[config.mk]
export PLATFORM = sky130hd
export DESIGN_NAME = iter_shifter
export DESIGN_NICKNAME = d
export VERILOG_FILES = /design/src/rtl/shift_pkg.sv /design/src/rtl/shift_step.sv /design/src/rtl/iter_shifter.sv
export SDC_FILE = /design/constraint.sdc
export NUM_CORES = 1
export LEC_CHECK = 0
export ABC_AREA = 1
export CORE_UTILIZATION = 46
export DETAILED_ROUTE_END_ITERATION = 8
export MAX_ROUTING_LAYER = met4
export PLACE_DENSITY_LB_ADDON = 0.08
export SLEW_MARGIN = 40
export SYNTH_ARGS = -nofsm -noshare
export SYNTH_HDL_FRONTEND = slang
export SYNTH_SLANG_ARGS = --single-unit
[constraint.sdc]
create_clock -name clk -period 1.45 [get_ports clk]
set_input_delay 0.145 -clock clk [delete_from_list [all_inputs] [get_ports clk]]
set_output_delay 0.145 -clock clk [all_outputs]
set_load 0.02 [all_outputs]
[src/rtl/shift_pkg.sv]
// Shared constants for the iterative shift unit: op-codes and FSM state encodings.
package shift_pkg;

    localparam logic [1:0] OP_SLL = 2'b00;
    localparam logic [1:0] OP_SRL = 2'b01;
    localparam logic [1:0] OP_SRA = 2'b10;
    localparam logic [1:0] OP_ROR = 2'b11;

    localparam logic [1:0] S_IDLE  = 2'b00;
    localparam logic [1:0] S_SHIFT = 2'b01;
    localparam logic [1:0] S_DONE  = 2'b10;

endpackage

[src/rtl/shift_step.sv]
// One-bit shift/rotate step; pure combinational, used once per cycle by iter_shifter.
module shift_step
    import shift_pkg::*;
#(
    parameter int WIDTH = 32
) (
    input  logic [1:0]       op,
    input  logic [WIDTH-1:0] acc,
    output logic [WIDTH-1:0] nxt
);

    logic signed [WIDTH-1:0] acc_s;

    always_comb begin
        acc_s = acc;
        nxt   = acc;
        case (op)
            OP_SLL: nxt = {acc[WIDTH-2:0], 1'b0};
            OP_SRL: nxt = {1'b0, acc[WIDTH-1:1]};
            OP_SRA: nxt = $unsigned(acc_s >>> 1);
            OP_ROR: nxt = {acc[0], acc[WIDTH-1:1]};
        endcase
    end

endmodule

[src/rtl/iter_shifter.sv]
// Serial shifter beside the ALU: one bit per cycle under a start/busy/done handshake.
module iter_shifter
    import shift_pkg::*;
#(
    parameter int WIDTH = 32,
    parameter int SHW   = 5
) (
    input  logic             clk,
    input  logic             reset,
    input  logic             start,
    input  logic [1:0]       op,
    input  logic [WIDTH-1:0] a,
    input  logic [SHW-1:0]   b,
    output logic             busy,
    output logic             done,
    output logic [WIDTH-1:0] result
);

    logic [1:0]       state;
    logic [1:0]       opr;
    logic [WIDTH-1:0] acc;
    logic [WIDTH-1:0] stepped;
    logic [SHW-1:0]   cnt;

    shift_step #(.WIDTH(WIDTH)) u_step (
        .op  (opr),
        .acc (acc),
        .nxt (stepped)
    );

    always_ff @(posedge clk or negedge reset) begin
        if (!reset) begin
            state  <= S_IDLE;
            opr    <= OP_SLL;
            acc    <= '0;
            cnt    <= '0;
            result <= '0;
        end else begin
            case (state)
                S_IDLE, S_DONE: begin
                    // DONE accepts a new request directly so back-to-back ops lose no cycle
                    if (start) begin
                        acc <= a;
                        cnt <= b;
                        opr <= op;
                        if (b == '0) begin
                            result <= a;
                            state  <= S_DONE;
                        end else begin
                            state  <= S_SHIFT;
                        end
                    end else begin
                        state <= S_IDLE;
                    end
                end
                S_SHIFT: begin
                    acc <= stepped;
                    cnt <= cnt - SHW'(1);
                    if (cnt == SHW'(1)) begin
                        result <= stepped;
                        state  <= S_DONE;
                    end
                end
                default: state <= S_IDLE;
            endcase
        end
    end

    assign busy = (state == S_SHIFT);
    assign done = (state == S_DONE);

endmodule
# After elaboration in Yosys (flattened, before gate mapping)
# Cells that the tools add are included.
# word_totals
regBits	73
output_inout_bits	34
# classes
n_reduce_logical	8
add_sub_neg	1
mux	13
eq_ne	9
# op_table
op	count
32-bit two-way mux	4
32-bit case mux with 2 select lines	2
32-bit case mux with 4 select lines	1
5-bit case mux with 2 select lines	1
2-bit == test (second input constant)	3
2-bit two-way mux	3
5-bit by 1-bit == test with 1-bit output (second input constant)	1
5-bit zero test	1
5-bit two-way mux	1
5-bit by 1-bit subtractor with 5-bit output (second input constant)	1
2-bit by 1-bit == test with 1-bit output (second input constant)	2
2-bit zero test	2
2-bit inequality test (second input constant)	2
2-bit case mux with 2 select lines	1
2-bit AND reduction	2
4-bit AND reduction	1
2-bit by 1-bit inequality test with 1-bit output (second input constant)	1
2-bit nonzero test	1
2-bit OR reduction	1

# Longest topological paths before layout
# logic_depth
word_depth	4
ltp_mapped	11
depth_no_buf	10

# Hierarchy
# Synthesis repeated with hierarchy kept, for this count alone.
# hier_totals
cells_unflattened	525
area_unflattened_um2	4050.1
# by_module_without_submodules
module	cells_per_inst	instances	area_each_um2
iter_shifter	418	1	3564.7
shift_step	107	1	485.5

# Worst setup path before layout
# OpenSTA, ideal clock, no wires.
# synth_timing
path_kind	register -> register
startpoint	reg cnt[1]
endpoint	reg result[28]
path_slack_ps	82
setup_time_ps	116
path_stages_with_launch	11
path_buffers	1
synth_period_minus_slack_ps	1368
t_required_ps	1334
arrival_time_ps	1252
path_cell_list	dfrtp_1 inv_1 ha_1 inv_1 nor2_1 nand2_1 nand2_1 nand3_1 buf_2 nand2_1 nand2_1
# synth_between
elab_chain_len	3
# synth_lines
element	line	rtl
from (decl)	iter_shifter.sv:23	logic [SHW-1:0] cnt;
from (signal assigned)	iter_shifter.sv:58	cnt <= cnt - SHW'(1);
5-bit by 1-bit == test with 1-bit output	iter_shifter.sv:59	if (cnt == SHW'(1)) begin
2-bit by 1-bit inequality test with 1-bit output (no source line)	-	
4-bit AND reduction (no source line)	-	
to (signal assigned)	iter_shifter.sv:60	result <= stepped;
to (decl)	iter_shifter.sv:16	output logic [WIDTH-1:0] result
# No other way between the ends.
# A chain may end at the register's enable or synchronous reset.

# Worst setup path in the final report
# layout_timing
startpoint	reg cnt[1]
endpoint	reg result[24]
# Same word-level chain as after synthesis.

==> flow_metrics.env <==
export IMPL_core_area_um2=7730
export IMPL_synth_edf_count=0
export IMPL_reg2reg_to="result[24]"
export IMPL_place_hpwl_mm=5.93
export IMPL_fp_dieArea_um2=8380
export IMPL_gr_usage_all_layers=0.219
export IMPL_fin_crit_sh=0.984
export IMPL_r2r_slack_ps=20
export IMPL_postPlaceCellArea_um2=4650
export IMPL_yosysWarnings=0
export IMPL_syn_inst=514
export IMPL_area_growth_pct=32.3
export IMPL_finalHoldViolations=0
export IMPL_grt_overflow=0
export IMPL_postRouteAntennaNets=0
export IMPL_fin_nets=639
export IMPL_syn_area_um2=3690
export IMPL_clock_path_buffers=2
export IMPL_routabilityCongestion=0.841
export IMPL_fp_row_count=32
export IMPL_ys_seq_area_frac=0.495
export IMPL_vias_per_cell=4.91
export IMPL_drtIter0Drc=170
export IMPL_clock_latency_ps=350
export IMPL_maxCapViolations=0
export IMPL_wl_met2_mm=4.08
export IMPL_wl_per_cell_um=12.1
export IMPL_crit_chain="inv_1, ha_1, inv_1, nor2_1, nand2_1, nand2_2, nand2_2, nor2_4, buf_12, nand2_1, nand2_1"
export IMPL_slew_viol_final=0
export IMPL_stdcell_count=702
export IMPL_numClockSinks=73
export IMPL_worstMarginPinSlew_ps=370
export IMPL_grt_pass1_wl_mm=14.4
export IMPL_required_ps=1730
export IMPL_pwr_share_seq=0.286
export IMPL_cts_tree="yes"
export IMPL_outcome="complete, no violations"
export IMPL_path_buf_inv=3
export IMPL_placed_cells=684
export IMPL_ys_seq_elements=73
export IMPL_cp_max_fo=18
export IMPL_fillers=714
export IMPL_post_route_min_period_ps=1430
export IMPL_p_sw_mw=5.47
export IMPL_r2r_start="cnt[1]"
export IMPL_io_buffers=75
export IMPL_multi_input_area_um2=1550
export IMPL_synth_nets=558
export IMPL_wirelength_mm=8.49
export IMPL_io_pins=76
export IMPL_p_leak_nw=2.70
export IMPL_vias=3444
export IMPL_cp_top_family="simple AND/OR/NAND/NOR gates"
export IMPL_layout_area_seq_um2=1830
export IMPL_drc_errors=0
export IMPL_rr_worst_depth=11
export IMPL_diodes=0
export IMPL_end_kind="register"
export IMPL_async_flop_share=1.00
export IMPL_grt_max_degree=64
export IMPL_ys_types=20
export IMPL_die_w_um=91.6
export IMPL_cts_root_buffer="clkbuf_8"
export IMPL_skew_ps=16.6
export IMPL_worstSetupStartpointType="register"
export IMPL_worst_ir_drop_vdd_uv=1310
export IMPL_grt_pass1_vias=3293
export IMPL_slowest_stage="dfrtp_1"
export IMPL_critical_path_class="register to register"
export IMPL_synth_largest_area_cell="dfrtp_1"
export IMPL_layout_drive_gt1_share=0.0783
export IMPL_crit_top_cell="nand2_1"
export IMPL_drt_pass1_iterations=4
export IMPL_numCtsBuffers=9
export IMPL_synthTopCellsByCount="nand2_1, dfrtp_1, inv_1, nand3_1, o21ai_0"
export IMPL_topRoutingLayerUsed="met4"
export IMPL_antenna_found_initial=0
export IMPL_p_clk_frac=0.149
export IMPL_comb_power_share=0.565
export IMPL_switching_share=0.453
export IMPL_slew_headroom=0.754
export IMPL_synthFlopType="dfrtp_1"
export IMPL_slowest_delay_ps=360
export IMPL_wl_met1_mm=3.95
export IMPL_cts_clk_slew_worst_paths_ps=80
export IMPL_p_int_mw=6.60
export IMPL_initial_core_util=0.477
export IMPL_finalSetupViolCount=0
export IMPL_cts_max_level=3
export IMPL_synth_top_area_frac=0.495
export IMPL_max_clock_freq_mhz=701
export IMPL_wl_met3_um=334
export IMPL_hp_class="primary input to asynchronous set/reset pin"
export IMPL_synth_most_common_cell="nand2_1"
export IMPL_yosys_top_cells_area="dfrtp_1, nand2_1, nand3_1"
export IMPL_pwr_density_cell_nw_per_um2=2470
export IMPL_stdcell_area_um2=4880
export IMPL_die_h_um=91.6
export IMPL_avgSynthCellArea_um2=7.18
export IMPL_rsz0062_at_grt="true"
export IMPL_crit_arrival_ps=1710
cells in the final DEF (no fill, tap or decap), drive strengths merged, types with 2 or more instances in the layout:
cell             n
a21oi            2
buf             21
bufinv           2
clkbuf          11
clkdlybuf4s50   40
clkinvlp         2
dfrtp           73
dlygate4sd2     29
dlymetal6s2s     4
ha               2
inv             47
nand2          274
nand3           43
nor2            10
o21ai           35
cells by family after synthesis:
group                    after synthesis  synth area share
AND/OR/NAND/NOR                      328             0.356
flip-flops                            73             0.495
buffers and inverters                 72            0.0871
AO/OA/AOI/OAI                         39            0.0546
adder cells (fa/ha/maj)                2           0.00678
stage by stage:
step / util / power, mW / setup TNS, ps / hold WS, ps / worst slack [ps]
after floorplan: - / 8.13 / 0 / -151 / 81.6
after global placement: 0.602 / 10.4 / 0 / 81.1 / 16.4
after detailed placement: 0.602 / 10.5 / -760 / 89.0 / -43.3
after CTS: 0.628 / 12.1 / -6.19 / 258 / -6.19
after global routing: 0.632 / 13.1 / -2650 / 284 / -104
final: 0.632 / 12.1 / 0 / 259 / 23.4
sequential cells by signal, summed over array words and instances (netlist names):
name,cells
acc,32
result,32
state,2
cnt,5
opr,2
worst max-delay path by stage:
stage	from	end	slack [ps]	cells after the start
4_1_cts	state[0]	busy	-6	3
3_5_place_dp	b[4]	result[23]	-40	9
3_3_place_gp	b[2]	result[12]	20	9
2_1_floorplan	cnt[1]	result[28]	80	10
5_1_grt	cnt[1]	result[25]	-100	11
6_report	cnt[1]	result[24]	20	11
power by group through the flow:
stage	Clock [mW]	Combinational [mW]	Sequential [mW]
final	1.80	6.81	3.45
after global routing	1.92	7.66	3.55
after CTS	1.86	6.80	3.47
after detailed placement	0	7.02	3.51
after global placement	0	6.89	3.49
after floorplan	0	4.21	3.92
routing by layer:
layer	GRT usage	up-vias
met3	0.0293	14
li1	-	1744
met2	0.367	77
met4	0.0767	0
met1	0.274	1609
met5	-	-
timing repair:
item                                   4_1_cts  5_1_grt
setup endpoints to repair                   50       58
pin swaps                                    0        1
cloned                                       0        0
hold buffers                                 1        0
setup buffers                                0        1
resized for setup                           31       12
endpoints found under the hold margin       22        0
area by class of cell:
class,instances,share of cell area
Sequential cell,73,0.374
Tap cell,102,0.0261
Clock inverter,6,0.0182
Clock buffer,10,0.0282
Timing Repair Buffer,96,0.201
Inverter,46,0.0354
Multi-Input combinational cell,369,0.317
worst reg2reg max path, stage by stage (launching register included):
cell and delay, ps:
dfrtp_1 360, inv_1 70, ha_1 150, inv_1 40, nor2_1 70, nand2_1 60
nand2_2 80, nand2_2 60, nor2_4 160, buf_12 170, nand2_1 70, nand2_1 50
No activity file was read; power rests on OpenSTA's default activity.
